--- config.mk ---
export PLATFORM = sky130hd
export DESIGN_NAME = hps_chan_mbox
export DESIGN_NICKNAME = d
export VERILOG_FILES = /design/src/rtl/hps_chan_mbox.sv
export SDC_FILE = /design/constraint.sdc
export NUM_CORES = 1
export LEC_CHECK = 0
export BUFFER_PORTS_ARGS = -buffer_cell sky130_fd_sc_hd__buf_4
export CAP_MARGIN = 20
export CORE_MARGIN = 4
export CORE_UTILIZATION = 50
export DETAILED_ROUTE_END_ITERATION = 7
export GPL_TIMING_DRIVEN = 0
export PLACE_DENSITY_LB_ADDON = 0.12
export SYNTH_ARGS = -nofsm -noshare
export SYNTH_HDL_FRONTEND = slang
export SYNTH_SLANG_ARGS = --single-unit
--- constraint.sdc ---
create_clock -name clk_sys -period 5.3 [get_ports clk_sys]
set_input_delay 0.53 -clock clk_sys [delete_from_list [all_inputs] [get_ports clk_sys]]
set_output_delay 0.53 -clock clk_sys [all_outputs]
set_load 0.01 [all_outputs]
--- src/rtl/hps_chan_mbox.sv ---
// rtl/hps_chan_mbox.sv - multi-channel byte mailbox between the HPS command bus and the core
// Each channel has a to-core and a from-core FIFO; three command codes give STATUS, WRITE and READ.
module hps_chan_mbox #(
  parameter int          CHANNELS = 2,
  parameter int          DEPTH    = 16,
  parameter logic [15:0] CMD_BASE = 16'h0060
) (
  input  logic                  clk_sys,
  input  logic                  reset_n,
  input  logic                  io_enable,
  input  logic                  io_strobe,
  input  logic [15:0]           io_din,
  output logic [15:0]           io_dout,
  output logic [8*CHANNELS-1:0] out_data,
  output logic [CHANNELS-1:0]   out_valid,
  input  logic [CHANNELS-1:0]   out_ready,
  input  logic [8*CHANNELS-1:0] in_data,
  input  logic [CHANNELS-1:0]   in_valid,
  output logic [CHANNELS-1:0]   in_ready
);

  localparam int             AW       = $clog2(DEPTH);
  localparam logic [AW:0]    FULL_LVL = (AW+1)'(DEPTH);
  localparam logic [AW:0]    LVL_ONE  = 1;
  localparam logic [AW-1:0]  PTR_ONE  = 1;

  logic [9:0]                     word_cnt;
  logic [15:0]                    cmd;
  logic [2:0]                     ch;
  logic                           bad;
  logic [CHANNELS-1:0]            ovf;

  logic                           is_status, is_write, is_read;
  logic                           strobe_w, wr_word, rd_word, ovf_clr, idx_bad;
  logic [15:0]                    dout_next;
  logic [CHANNELS-1:0]            tx_full_v, rx_ne_v, tx_push, rx_pop, ovf_set;
  logic [CHANNELS-1:0][AW:0]      rx_lvl_p;
  logic [CHANNELS-1:0][7:0]       rx_head_p;
  logic [AW:0]                    din_lvl;
  logic [7:0]                     ch_head;
  logic                           ch_rx_ne;

  assign is_status = (cmd == CMD_BASE);
  assign is_write  = (cmd == CMD_BASE + 16'd1);
  assign is_read   = (cmd == CMD_BASE + 16'd2);
  assign idx_bad   = ({1'b0, io_din[2:0]} >= 4'(CHANNELS));
  assign strobe_w  = io_enable & io_strobe & (word_cnt != 10'd0);
  assign wr_word   = strobe_w & is_write & (word_cnt >= 10'd2) & ~bad;
  assign rd_word   = strobe_w & is_read & (word_cnt >= 10'd2) & ~bad;
  assign ovf_clr   = strobe_w & is_status & (word_cnt == 10'd2);

  always_comb begin
    din_lvl  = '0;
    ch_head  = '0;
    ch_rx_ne = 1'b0;
    for (int c = 0; c < CHANNELS; c++) begin
      if (io_din[2:0] == 3'(c)) din_lvl = rx_lvl_p[c];
      if (ch == 3'(c)) begin
        ch_head  = rx_head_p[c];
        ch_rx_ne = rx_ne_v[c];
      end
    end
  end

  // Reply word for the current strobe; only loaded when a non-command word is strobed.
  always_comb begin
    dout_next = '0;
    if (is_status && word_cnt == 10'd1)
      dout_next = {8'(tx_full_v), 8'(rx_ne_v)};
    else if (is_status && word_cnt == 10'd2)
      dout_next = {8'h00, 8'(ovf)};
    else if (is_read && word_cnt == 10'd1 && !idx_bad)
      dout_next = 16'(din_lvl);
    else if (rd_word && ch_rx_ne)
      dout_next = {1'b1, 7'b0, ch_head};
  end

  always_ff @(posedge clk_sys or negedge reset_n) begin
    if (!reset_n) begin
      word_cnt <= '0;
      cmd      <= '0;
      ch       <= '0;
      bad      <= 1'b0;
      io_dout  <= '0;
      ovf      <= '0;
    end else begin
      // A refused push in the clearing cycle keeps its flag set.
      ovf <= (ovf & ~{CHANNELS{ovf_clr}}) | ovf_set;
      if (!io_enable) begin
        word_cnt <= '0;
        cmd      <= '0;
        ch       <= '0;
        bad      <= 1'b0;
        io_dout  <= '0;
      end else if (io_strobe) begin
        if (word_cnt != 10'h3FF) word_cnt <= word_cnt + 10'd1;
        if (word_cnt == 10'd0) begin
          cmd     <= io_din;
          bad     <= 1'b0;
          io_dout <= '0;
        end else begin
          io_dout <= dout_next;
          if (word_cnt == 10'd1 && (is_write || is_read)) begin
            ch  <= io_din[2:0];
            bad <= idx_bad;
          end
        end
      end
    end
  end

  for (genvar c = 0; c < CHANNELS; c++) begin : g_ch
    logic [7:0]    tx_mem [DEPTH];
    logic [7:0]    rx_mem [DEPTH];
    logic [AW-1:0] tx_wp, tx_rp, rx_wp, rx_rp;
    logic [AW:0]   tx_lvl, rx_lvl;
    logic          tx_pop, rx_push;

    assign tx_pop             = out_valid[c] & out_ready[c];
    assign rx_push            = in_valid[c] & in_ready[c];
    assign out_valid[c]       = (tx_lvl != '0);
    assign out_data[8*c +: 8] = tx_mem[tx_rp];
    assign in_ready[c]        = (rx_lvl != FULL_LVL);
    assign tx_full_v[c]       = (tx_lvl == FULL_LVL);
    assign rx_ne_v[c]         = (rx_lvl != '0);
    assign rx_lvl_p[c]        = rx_lvl;
    assign rx_head_p[c]       = rx_mem[rx_rp];
    // Full is judged before any same-cycle pop, so a full FIFO refuses the byte.
    assign tx_push[c]         = wr_word & (ch == 3'(c)) & ~tx_full_v[c];
    assign ovf_set[c]         = wr_word & (ch == 3'(c)) & tx_full_v[c];
    assign rx_pop[c]          = rd_word & (ch == 3'(c)) & rx_ne_v[c];

    always_ff @(posedge clk_sys) begin
      if (tx_push[c]) tx_mem[tx_wp] <= io_din[7:0];
      if (rx_push)    rx_mem[rx_wp] <= in_data[8*c +: 8];
    end

    always_ff @(posedge clk_sys or negedge reset_n) begin
      if (!reset_n) begin
        tx_wp  <= '0;
        tx_rp  <= '0;
        tx_lvl <= '0;
        rx_wp  <= '0;
        rx_rp  <= '0;
        rx_lvl <= '0;
      end else begin
        if (tx_push[c]) tx_wp <= tx_wp + PTR_ONE;
        if (tx_pop)     tx_rp <= tx_rp + PTR_ONE;
        case ({tx_push[c], tx_pop})
          2'b10:   tx_lvl <= tx_lvl + LVL_ONE;
          2'b01:   tx_lvl <= tx_lvl - LVL_ONE;
          default: ;
        endcase
        if (rx_push)   rx_wp <= rx_wp + PTR_ONE;
        if (rx_pop[c]) rx_rp <= rx_rp + PTR_ONE;
        case ({rx_push, rx_pop[c]})
          2'b10:   rx_lvl <= rx_lvl + LVL_ONE;
          2'b01:   rx_lvl <= rx_lvl - LVL_ONE;
          default: ;
        endcase
      end
    end
  end

endmodule

# After elaboration in Yosys (flattened, before gate mapping)
# Memory sizes are Yosys's and may differ from the RTL's.
# Index checks and enable logic that the tools add are counted.
# word_totals
inputBits,40
reg_bits,100
output_inout_bits,36
wordCells,160
ramBits,512
mem_count,4
# op_classes
bitwise_logic,30
n_reduce_logical,24
eq_ne,26
n_addsub,17
mux,39
order_cmp,2
# memory_table
memory,depth,word_bits,read_ports,rd_ports_with_merged_regs,wr,line,source
g_ch[0].rx_mem,16,8,1,0,1,114,logic [7:0] rx_mem [DEPTH];
g_ch[0].tx_mem,16,8,1,0,1,113,logic [7:0] tx_mem [DEPTH];
g_ch[1].rx_mem,16,8,1,0,1,114,
g_ch[1].tx_mem,16,8,1,0,1,113,
# op_table
operator,n
two-way mux 16 bit,10
== test 16 x 7 -> 1 bit (second input constant),3
case mux 5 bit (2 select lines),4
adder 4 x 1 -> 4 bit (second input constant),8
two-way mux 10 bit,3
AND 1 bit,24
adder 5 x 1 -> 5 bit (second input constant),4
nonzero test 5 bit,4
subtractor 5 x 1 -> 5 bit (second input constant),4
two-way mux 8 bit,2
two-way mux 1 bit,14
two-way mux 3 bit,4
adder 10 x 1 -> 10 bit (second input constant),1
== test 10 x 1 -> 1 bit (second input constant),1
== test 10 x 2 -> 1 bit (second input constant),1
== test 5 bit (second input constant),2
greater-or-equal comparator 10 x 2 -> 1 bit (second input constant),1
logical NOT 10 bit,1
two-way mux 5 bit,2
inequality test 10 bit (second input constant),1
inequality test 5 bit (second input constant),2
nonzero test 10 bit,1
== test 2 x 1 -> 1 bit (second input constant),4
== test 2 bit (second input constant),4
16 further kinds,33

# Longest topological paths before layout
# Gate-level depths: netlist (run 1).
# logic_depth
depth_word,13
depth_mapped,16
ltp_nobuf,15

# Least setup slack after synthesis (run 1)
# No wires, ideal clock.
# synth_timing
path_kind,register to register
start,register word_cnt[0]
end,register g_ch[1].tx_lvl[4]
t_required_ps,5220
arrival_ps,3231
setup_ps,80
n_path_buf,1
period_less_slack_ps,3311
path_slack_ps,1989
stages_incl_launch_ff,16
path_cell_list,dfrtp_1 > inv_1 > ha_1 > o21bai_1 > a311oi_4 > nand3_2 > nor4_4 > buf_6 > inv_1 > ha_1 > ha_1 > nor2b_1 > o21ai_0 > a21oi_1 > nor3_1 > xnor2_1
# synth_via
elab_chain_len,9
word_cells_on_any_way,12
classes_between,order compare: 1; eq/ne: 2; mux: 1; bitwise: 6; reduce/logical: 2
# synth_rtl
element,line,source
"start, declared",27,logic [9:0] word_cnt;
"start signal, assigned",96,if (word_cnt != 10'h3FF) word_cnt <= word_cnt + 10'd1;
branches (longest 3 deep; another with greater-or-equal comparator 10 x 2 -> 1 bit),--,
AND 1 bit (*) (2 in series),48,assign wr_word = strobe_w & is_write & (word_cnt >= 10'd2) & ~bad;
AND 1 bit (*) (2 in series),129,assign tx_push[c] = wr_word & (ch == 3'(c)) & ~tx_full_v[c];
== test 2 x 1 -> 1 bit or == test 2 bit (tied branches),149,"case ({tx_push[c], tx_pop})"
case mux 5 bit (2 select lines) or nonzero test 2 bit (tied branches),--,
"end signal, assigned",150,2'b10: tx_lvl <= tx_lvl + LVL_ONE;
"end signal, assigned",151,2'b01: tx_lvl <= tx_lvl - LVL_ONE;
"end, declared",116,"logic [AW:0] tx_lvl, rx_lvl;"
# Every way passes the cells marked *.
# A chain may end at the register's enable or synchronous reset.

# Worst setup path in the final report (run 1)
# Same ends and word-level chain as after synthesis.

==> metrics.md, run 1 <==
| Metric | Value |
|---|---|
| Status | finished, final reports clean |
| Worst path max stage delay | 0.53 ns |
| Clock Tree Root | clkbuf_16 |
| PortBufs | 69 |
| Crit Path Class | reg -> reg |
| Asr flop ratio synth | 0.1565 |
| Total Routed Length | 54030 um |
| Combinational Power Share | 0.207 |
| Crit path cell chain | inv_1 > ha_1 > o21bai_1 > a311oi_4 > nand3_2 > nor4_4 > buf_6 > inv_1 > ha_1 > ha_1 > nor2b_1 > o21ai_0 > a21oi_1 > nor3_1 > xnor2_1 |
| Gate Count Post-Synth | 1397 |
| Ys flop type | edfxtp_1 |
| RSZ-0062 raised after global routing | false |
| First-pass GRT wire length | 82380 um |
| R2R Setup Slk | 1.51 ns |
| Clk slew on worst S/H paths | 0.06 ns |
| CTS sink count | 607 |
| Slew Limit Fails | 0 |
| Fmax | 264.1 MHz |
| Drt pass-1 iters | 5 |
| Post-synth cell types | 79 |
| Via/cell ratio | 5.686 |
| Area of the multi-input gates | 7107 um2 |
| Clock network power share | 0.335 |
| I/O pin count | 76 |
| Tcrit/Tclk final | 0.7145 |
| Die area | 54320 um2 |
| Synth area leaders | edfxtp_1 61%, mux4_2 12%, dfrtp_1 9.4% |
| CP Launch Point | word_cnt[0]$_DFFE_PN0P_ |
| DP Area | 26890 um2 |
| Worst-skew pair later-pin latency | 0.62 ns |
| Worst Setup End Kind | register |
| Syn_area_per_cell | 18.13 um2 |
| CTS tree | done |
| Clock tree buffer depth | 3 |
| Post-Synthesis Cell Area | 25330 um2 |
| H-tree lvl count | 2 |
| DRC violations left | 0 |
| Fin area | 28860 um2 |
| Sequential fraction of the synthesis area | 0.7008 |
| WHS | 0.1451 ns |
| Starting Density | 0.5059 |
| Routed len/inst | 23.81 um |
| Resized cells post-CTS | 0 |
| Fill cells | 3898 |
| Most used cell, CP | ha_1 |
| Slowest cell on the critical path | nor4_4 |
| Antenna violations before repair | 0 |
| Routed Antenna Nets | 0 |
| Setup-failing EPs final | 0 |
| Die X | 233.1 um |
| Nets | 1631 |
| Sw Share | 0.2637 |
| Crit path arrival time | 4.33 ns |
| TritonCTS buffer count | 61 |
| HP Class | in -> reg |
| GP Congestion | 0.8025 |
| DR vias | 12.90k |
| Tmin final | 3.787 ns |
| Cell area power density | 432.1 nW/um2 |
| Total Routing Usage GR | 0.2032 |
| Share of layout cells above drive strength 1 | 0.2536 |
| Post-synth EDFFs | 512 |
| Synth warn | 0 |
| HPWL Detailed | 35790 um |
| Sequential cell area | 17750 um2 |
| Number of synthesized register bits | 607 |
| Switching power total | 3.288 mW |
| Crit-path max FO | 10 |
| Internal power | 9.180 mW |
| Post-CTS Setup Inserts | 0 |
| Clk_skew | 0.02874 ns |
| Setup TNS | 0 ns |
| Post-synth top area share | 0.6070 |
| Antenna Cells | 0 |
| Cell taking the most area after synthesis | edfxtp_1 |
| 1st-iter DRT viols | 924 |
| Core ar. | 50070 um2 |
| P_leak | 10.06 nW |
| Congestion Overflow GR | 0 |
| Final Hold Violating Endpoints | 0 |
| Critical Path RT | 5.84 ns |
| Worst slew pin tran | 1.079 ns |
| Largest net degree at the start of global routing | 52 |
| Hold Startpoint | io_din[10] |
| Flop pwr share | 0.458 |
| Die Span Y | 233.1 um |
| R2R Path Start | word_cnt[0]$_DFFE_PN0P_ |
| Worst slew margin | 0.2783 |
| Area Growth Syn to Fin | 13.93% |
| Peak supply drop | 0.3672 mV |
| Startpoint Class | register |
| Row cnt | 82 |
| Max cap viols | 0 |
| Vias in the first global route | 13.12k |
-- power groups by stage --
stage	Clock, mW	Sequential, mW	Combinational, mW
CTS	4.27	5.72	2.64
finish	4.18	5.71	2.58
global route	4.46	5.75	2.84
floorplan	0	5.76	1.75
detailed placement	0	5.81	2.63
global placement	0	5.80	2.55
-- final timing paths --
check / endpoint / cells past startpoint
max: g_ch[1].tx_lvl[4]$_DFFE_PN0P_ / 15
min: cmd[10]$_DFFE_PN0P_ / 3
max in group asynchronous: cmd[7]$_DFFE_PN0P_ / 3
min reg2reg: cmd[5]$_DFFE_PN0P_ / 2
min in group asynchronous: g_ch[0].tx_rp[3]$_DFFE_PN0P_ / 2
max reg2reg: g_ch[1].tx_lvl[4]$_DFFE_PN0P_ / 15
-- per-stage QoR --
stage          instances    util  worst slack (ns)  power [mW]
3_3_place_gp        2142  0.5333             1.578       8.347
5_1_grt             2269  0.5763             1.192       13.04
4_1_cts             2268  0.5761             1.506       12.62
3_5_place_dp        2154  0.5372             1.511       8.445
2_1_floorplan       1401       -             1.989       7.507
6_report            2269  0.5763             1.513       12.47
-- per-layer routing --
layer / GRT usage / vias to the layer above / share of wire
met2: 0.3297 / 274 / 0.50
li1: - / 5810 / -
met4: 0.05136 / 0 / 0.020
met5: 0 / - / 0
met3: 0.03146 / 69 / 0.045
met1: 0.2934 / 6749 / 0.44
-- cell families after synthesis --
family                   count (synthesis)  synth area share
flip-flops                             607            0.7008
AND/OR/NAND/NOR                        315           0.06960
multiplexers                           179            0.1431
buffers and inverters                  110           0.02075
AO/OA/AOI/OAI                           92           0.02569
XOR/XNOR                                49           0.01694
adder cells (fa/ha/maj)                 44           0.02292
other                                    1         0.0001480
-- Yosys cell counts, drive strengths merged (3+ instances only) --
cell	count
or3	3
xor2	24
clkbuf	34
mux4	144
inv	36
nor2b	14
nor2	46
a21oi	19
nor3	16
o31ai	9
dfrtp	95
o22a	3
a21o	5
a32oi	4
and2	30
xnor2	25
o21ai	24
o221ai	3
nand4	11
nand2b	8
mux2i	25
nor3b	3
nand2	96
and4	6
and3	22
nor4	18
mux2	10
nand3	28
nor4b	6
a211oi	7
ha	40
edfxtp	512
buf	40
fa	4
-- what timing repair did --
action                                  4_1_cts  5_1_grt
hold buffers                                  1        0
endpoints found under the hold margin        44        0
endpoints found under the setup margin        0        0
-- cell usage in the layout (no fill, tap or decap), drive strengths merged, types with 4 or more instances in the layout --
cell,Yosys,routed
a211oi,7,7
a21o,5,5
a21oi,19,19
a32oi,4,4
and2,30,30
and3,22,22
and4,6,6
buf,40,122
bufinv,0,5
clkbuf,34,115
clkinv,0,25
conb,1,5
dfrtp,95,95
edfxtp,512,512
fa,4,4
ha,40,40
inv,36,36
mux2,10,10
mux2i,25,25
mux4,144,144
nand2,96,96
nand2b,8,8
nand3,28,28
nand4,11,11
nor2,46,46
nor2b,14,14
nor3,16,16
nor4,18,18
nor4b,6,6
o21ai,24,24
o31ai,9,9
xnor2,25,25
xor2,24,24
-- registers in the layout, summed over array words and instances, names as in the netlist --
| register | cells |
|---|---|
| bad | 1 |
| ch | 3 |
| cmd | 16 |
| g_ch.rx_lvl | 10 |
| g_ch.rx_mem | 256 |
| g_ch.rx_rp | 8 |
| g_ch.rx_wp | 8 |
| g_ch.tx_lvl | 10 |
| g_ch.tx_mem | 256 |
| g_ch.tx_rp | 8 |
| g_ch.tx_wp | 8 |
| io_dout | 11 |
| ovf | 2 |
| word_cnt | 10 |
-- cell type report --
class,count,share of cell area
plain buffers,74,0.01353
clock buffers,81,0.05758
clock inverters,32,0.009669
inverters,36,0.004683
multi-input cells,684,0.2463
flip-flops and latches,607,0.6152
well taps,672,0.02914
repair buffers,83,0.02393
-- worst max-delay path, delay by kind of cell, from the launching register on --
kind	cells	cell delay [ns]
adders and majority gates	3	0.82
xor gates and xnor gates	1	0.14
AOI/OAI and AO/OA	4	0.91
DFF	1	0.44
and+or+nand+nor	4	1.08
buffers and inverters	3	0.34
(Power assumes the default switching activity.)
==> run 2: changes to the inputs <==
==> constraint.sdc (replaced) <==
create_clock -name clk_sys -period 3.1 [get_ports clk_sys]
set_input_delay 0.31 -clock clk_sys [delete_from_list [all_inputs] [get_ports clk_sys]]
set_output_delay 0.31 -clock clk_sys [all_outputs]
set_load 0.01 [all_outputs]
==> run 2 against run 1 <==
Combinational power is 75% higher. Setup slack lost 1.4 ns. First-iteration DRC count up 25%. Count of clock-buffer cells in the layout grew 5. Design area increased by 2.2%.
==> metrics.md, run 2 (synthesis results as in run 1) <==
| Metric | Value |
|---|---|
| Status | finished, final reports clean |
| Worst slew pin tran | 1.137 ns (+0.05850 ns) |
| Die Span Y | 233.1 um (unchanged) |
| Clk slew on worst S/H paths | 0.06 ns (about the same) |
| Hold endpoint | g_ch[1].rx_mem[5][1]$_DFFE_PP_ |
| Routed len/inst | 23.57 um (-1.0%) |
| Area Growth Syn to Fin | 16.40% |
| Worst-skew pair later-pin latency | 0.60 ns (-0.02 ns) |
| WHS Path Cells | 1 (-2) |
| WL met2 | 26580 um (-0.73%) |
| Max Used Layer | met4 |
| R2R Setup Slk | 0.10 ns (-1.41 ns) |
| Final Hold Violating Endpoints | 0 (unchanged) |
| Commonest cells after routing, fill and taps aside | 512 x edfxtp_1, 139 x mux4_2, 98 x buf_4, 95 x nand2_1, 92 x dfrtp_1 |
| Routed Antenna Nets | 0 (unchanged) |
| R2R Path Start | word_cnt[4]$_DFFE_PN0P_ |
| 1st-iter DRT viols | 1159 (+25%) |
| HP Class | in -> reg |
| P_leak | 10.30 nW (+2.3%) |
| DRT met1 WL | 24010 um (+1.0%) |
| Congestion Overflow GR | 0 (unchanged) |
| Clock tree buffer depth | 3 (unchanged) |
| Critical Path RT | 3.61 ns (-2.23 ns) |
| Share of layout cells above drive strength 1 | 0.2785 (+0.02486) |
| DRC violations left | 0 (unchanged) |
| Row cnt | 82 (unchanged) |
| Peak supply drop | 0.5901 mV (+61%) |
| Area of the multi-input gates | 7295 um2 (+2.6%) |
| Largest registers | g_ch.rx_mem (256), g_ch.tx_mem (256), cmd (16) |
| Die area | 54320 um2 (unchanged) |
| R2R depth | 14 (-1) |
| Startpoint Class | register |
| CTS sink count | 607 (unchanged) |
| Tmin final | 2.997 ns (-0.7898 ns) |
| Fill cells | 3795 (-2.6%) |
| Final non-filler cell total | 2306 (+1.6%) |
| Clock Tree Root | clkbuf_16 |
| HPWL Detailed | 35020 um (-2.2%) |
| Dpl cells | 2149 (-0.23%) |
| Fin area | 29480 um2 (+2.2%) |
| Hold Startpoint | in_data[9] |
| Crit path arrival time | 3.51 ns (-0.82 ns) |
| Crit-path max FO | 6 (-4) |
| RSZ-0062 raised after global routing | true |
| Max cap viols | 0 (unchanged) |
| Cell area power density | 740.0 nW/um2 (+71%) |
| Largest net degree at the start of global routing | 52 (unchanged) |
| Vias in the first global route | 13.36k (+1.8%) |
| Fmax | 333.7 MHz (+26%) |
| Clk_skew | 0.02126 ns (-0.007483 ns) |
| CTS tree | done |
| H-tree lvl count | 3 (+1) |
| Pwr Total | 21.82 mW (+75%) |
| WL met3 | 2530 um (+3.8%) |
| Starting Density | 0.5059 (unchanged) |
| DP Area | 26860 um2 (-0.12%) |
| Total Routed Length | 54360 um (+0.61%) |
| First-pass GRT wire length | 83410 um (+1.3%) |
| Most common cell after layout, fill and taps aside | edfxtp_1 |
| Crit Path Class | reg -> reg |
| TritonCTS buffer count | 66 (+8.2%) |
| PortBufs | 69 (unchanged) |
| Sequential cell area | 17760 um2 (about the same) |
| DR vias | 13.10k (+1.6%) |
| Via/cell ratio | 5.683 (about the same) |
| GP Congestion | 0.8148 (+1.5%) |
| Nets | 1666 (+2.1%) |
| Worst slew margin | 0.2391 (-0.03915) |
| Core ar. | 50070 um2 (unchanged) |
| R2R Path End | g_ch[0].tx_lvl[4]$_DFFE_PN0P_ |
| Antenna violations before repair | 0 (unchanged) |
| Worst Setup End Kind | register |
| Total Routing Usage GR | 0.2064 (+0.003220) |
| Setup-failing EPs final | 0 (unchanged) |
| Drt pass-1 iters | 5 (unchanged) |
| Tcrit/Tclk final | 0.9668 (+0.2523) |
| Die X | 233.1 um (unchanged) |
| Antenna Cells | 0 (unchanged) |
| I/O pin count | 76 (unchanged) |
| Slew Limit Fails | 0 (unchanged) |
run 2: changes by cell type in the layout (fill, tap and decap cells not counted), sizes merged:
cell,change
inv,+2
clkinv,+2
dlygate4sd3,+21
bufinv,-2
buf,+14
run 2: through the flow:
stage	setup slack [ns]	util	setup TNS [ns]	hold WS [ns]
after floorplan	0.002351	-	0	0.01441
after global placement	-0.3635	0.5340	-4.306	0.4531
after detailed placement	-0.4456	0.5365	-1.888	0.4239
after CTS	0.005309	0.5848	0	0.003303
after global routing	-0.1014	0.5889	-0.2271	0.01588
final	0.1029	0.5889	0	0.03720
run 2: layout make-up:
class / count / share of cell area
buffer: 70 / 0.01383
clock buffer: 86 / 0.06068
clock inverter: 34 / 0.009336
inverter: 36 / 0.004668
multi-input combinational: 684 / 0.2474
sequential: 607 / 0.6022
tap: 672 / 0.02852
timing repair buffer: 117 / 0.03335
run 2: how the worst max path moves through the flow:
stage / cells past startpoint / startpoint / slack, ns / endpoint
2_1_floorplan: 15 / word_cnt[1]$_DFFE_PN0P_ / 0.002 / g_ch[1].tx_lvl[4]$_DFFE_PN0P_
3_3_place_gp: 14 / word_cnt[1]$_DFFE_PN0P_ / -0.36 / g_ch[0].rx_lvl[4]$_DFFE_PN0P_
3_5_place_dp: 14 / word_cnt[1]$_DFFE_PN0P_ / -0.45 / g_ch[0].rx_lvl[4]$_DFFE_PN0P_
4_1_cts: 13 / g_ch[0].tx_lvl[1]$_DFFE_PN0P_ / 0.005 / g_ch[0].tx_lvl[4]$_DFFE_PN0P_
5_1_grt: 14 / word_cnt[4]$_DFFE_PN0P_ / -0.10 / g_ch[0].tx_lvl[4]$_DFFE_PN0P_
6_report: 14 / word_cnt[4]$_DFFE_PN0P_ / 0.10 / g_ch[0].tx_lvl[4]$_DFFE_PN0P_
run 2: critical path, stage by stage, from the launching register on:
cell and delay (ns):
dfrtp_1 0.46, nor4_4 0.47, a311oi_4 0.16, buf_4 0.18, nand4_4 0.10, nor2_4 0.06, inv_1 0.06, ha_1 0.22
inv_1 0.10, fa_1 0.40, nor2b_1 0.14, o21ai_1 0.08, and3_1 0.18, nor3_1 0.17, xnor2_1 0.14
run 2: power breakdown:
group / total (mW) / switching (mW) / leakage (nW) / internal [mW]
sequential: 9.84 / 0.371 / 5.83 / 9.47
clock: 7.46 / 3.12 / 1.01 / 4.34
combinational: 4.52 / 2.33 / 3.46 / 2.19
total: 21.8 / 5.81 / 10.3 / 16.0
run 2: layer usage:
layer  vias to the layer above  GRT usage
li1                       5880          -
met1                      6812     0.2990
met2                       340     0.3311
met3                        72    0.03427
met4                         0    0.05379
met5                         -          0
run 2: repair_timing:
action                                 CTS  global route
setup endpoints to repair               26            83
setup buffers                            7             9
endpoints found under the hold margin  238             0
pin swaps                                8            15
gates resized for setup                 27            32
hold buffers                            22             0
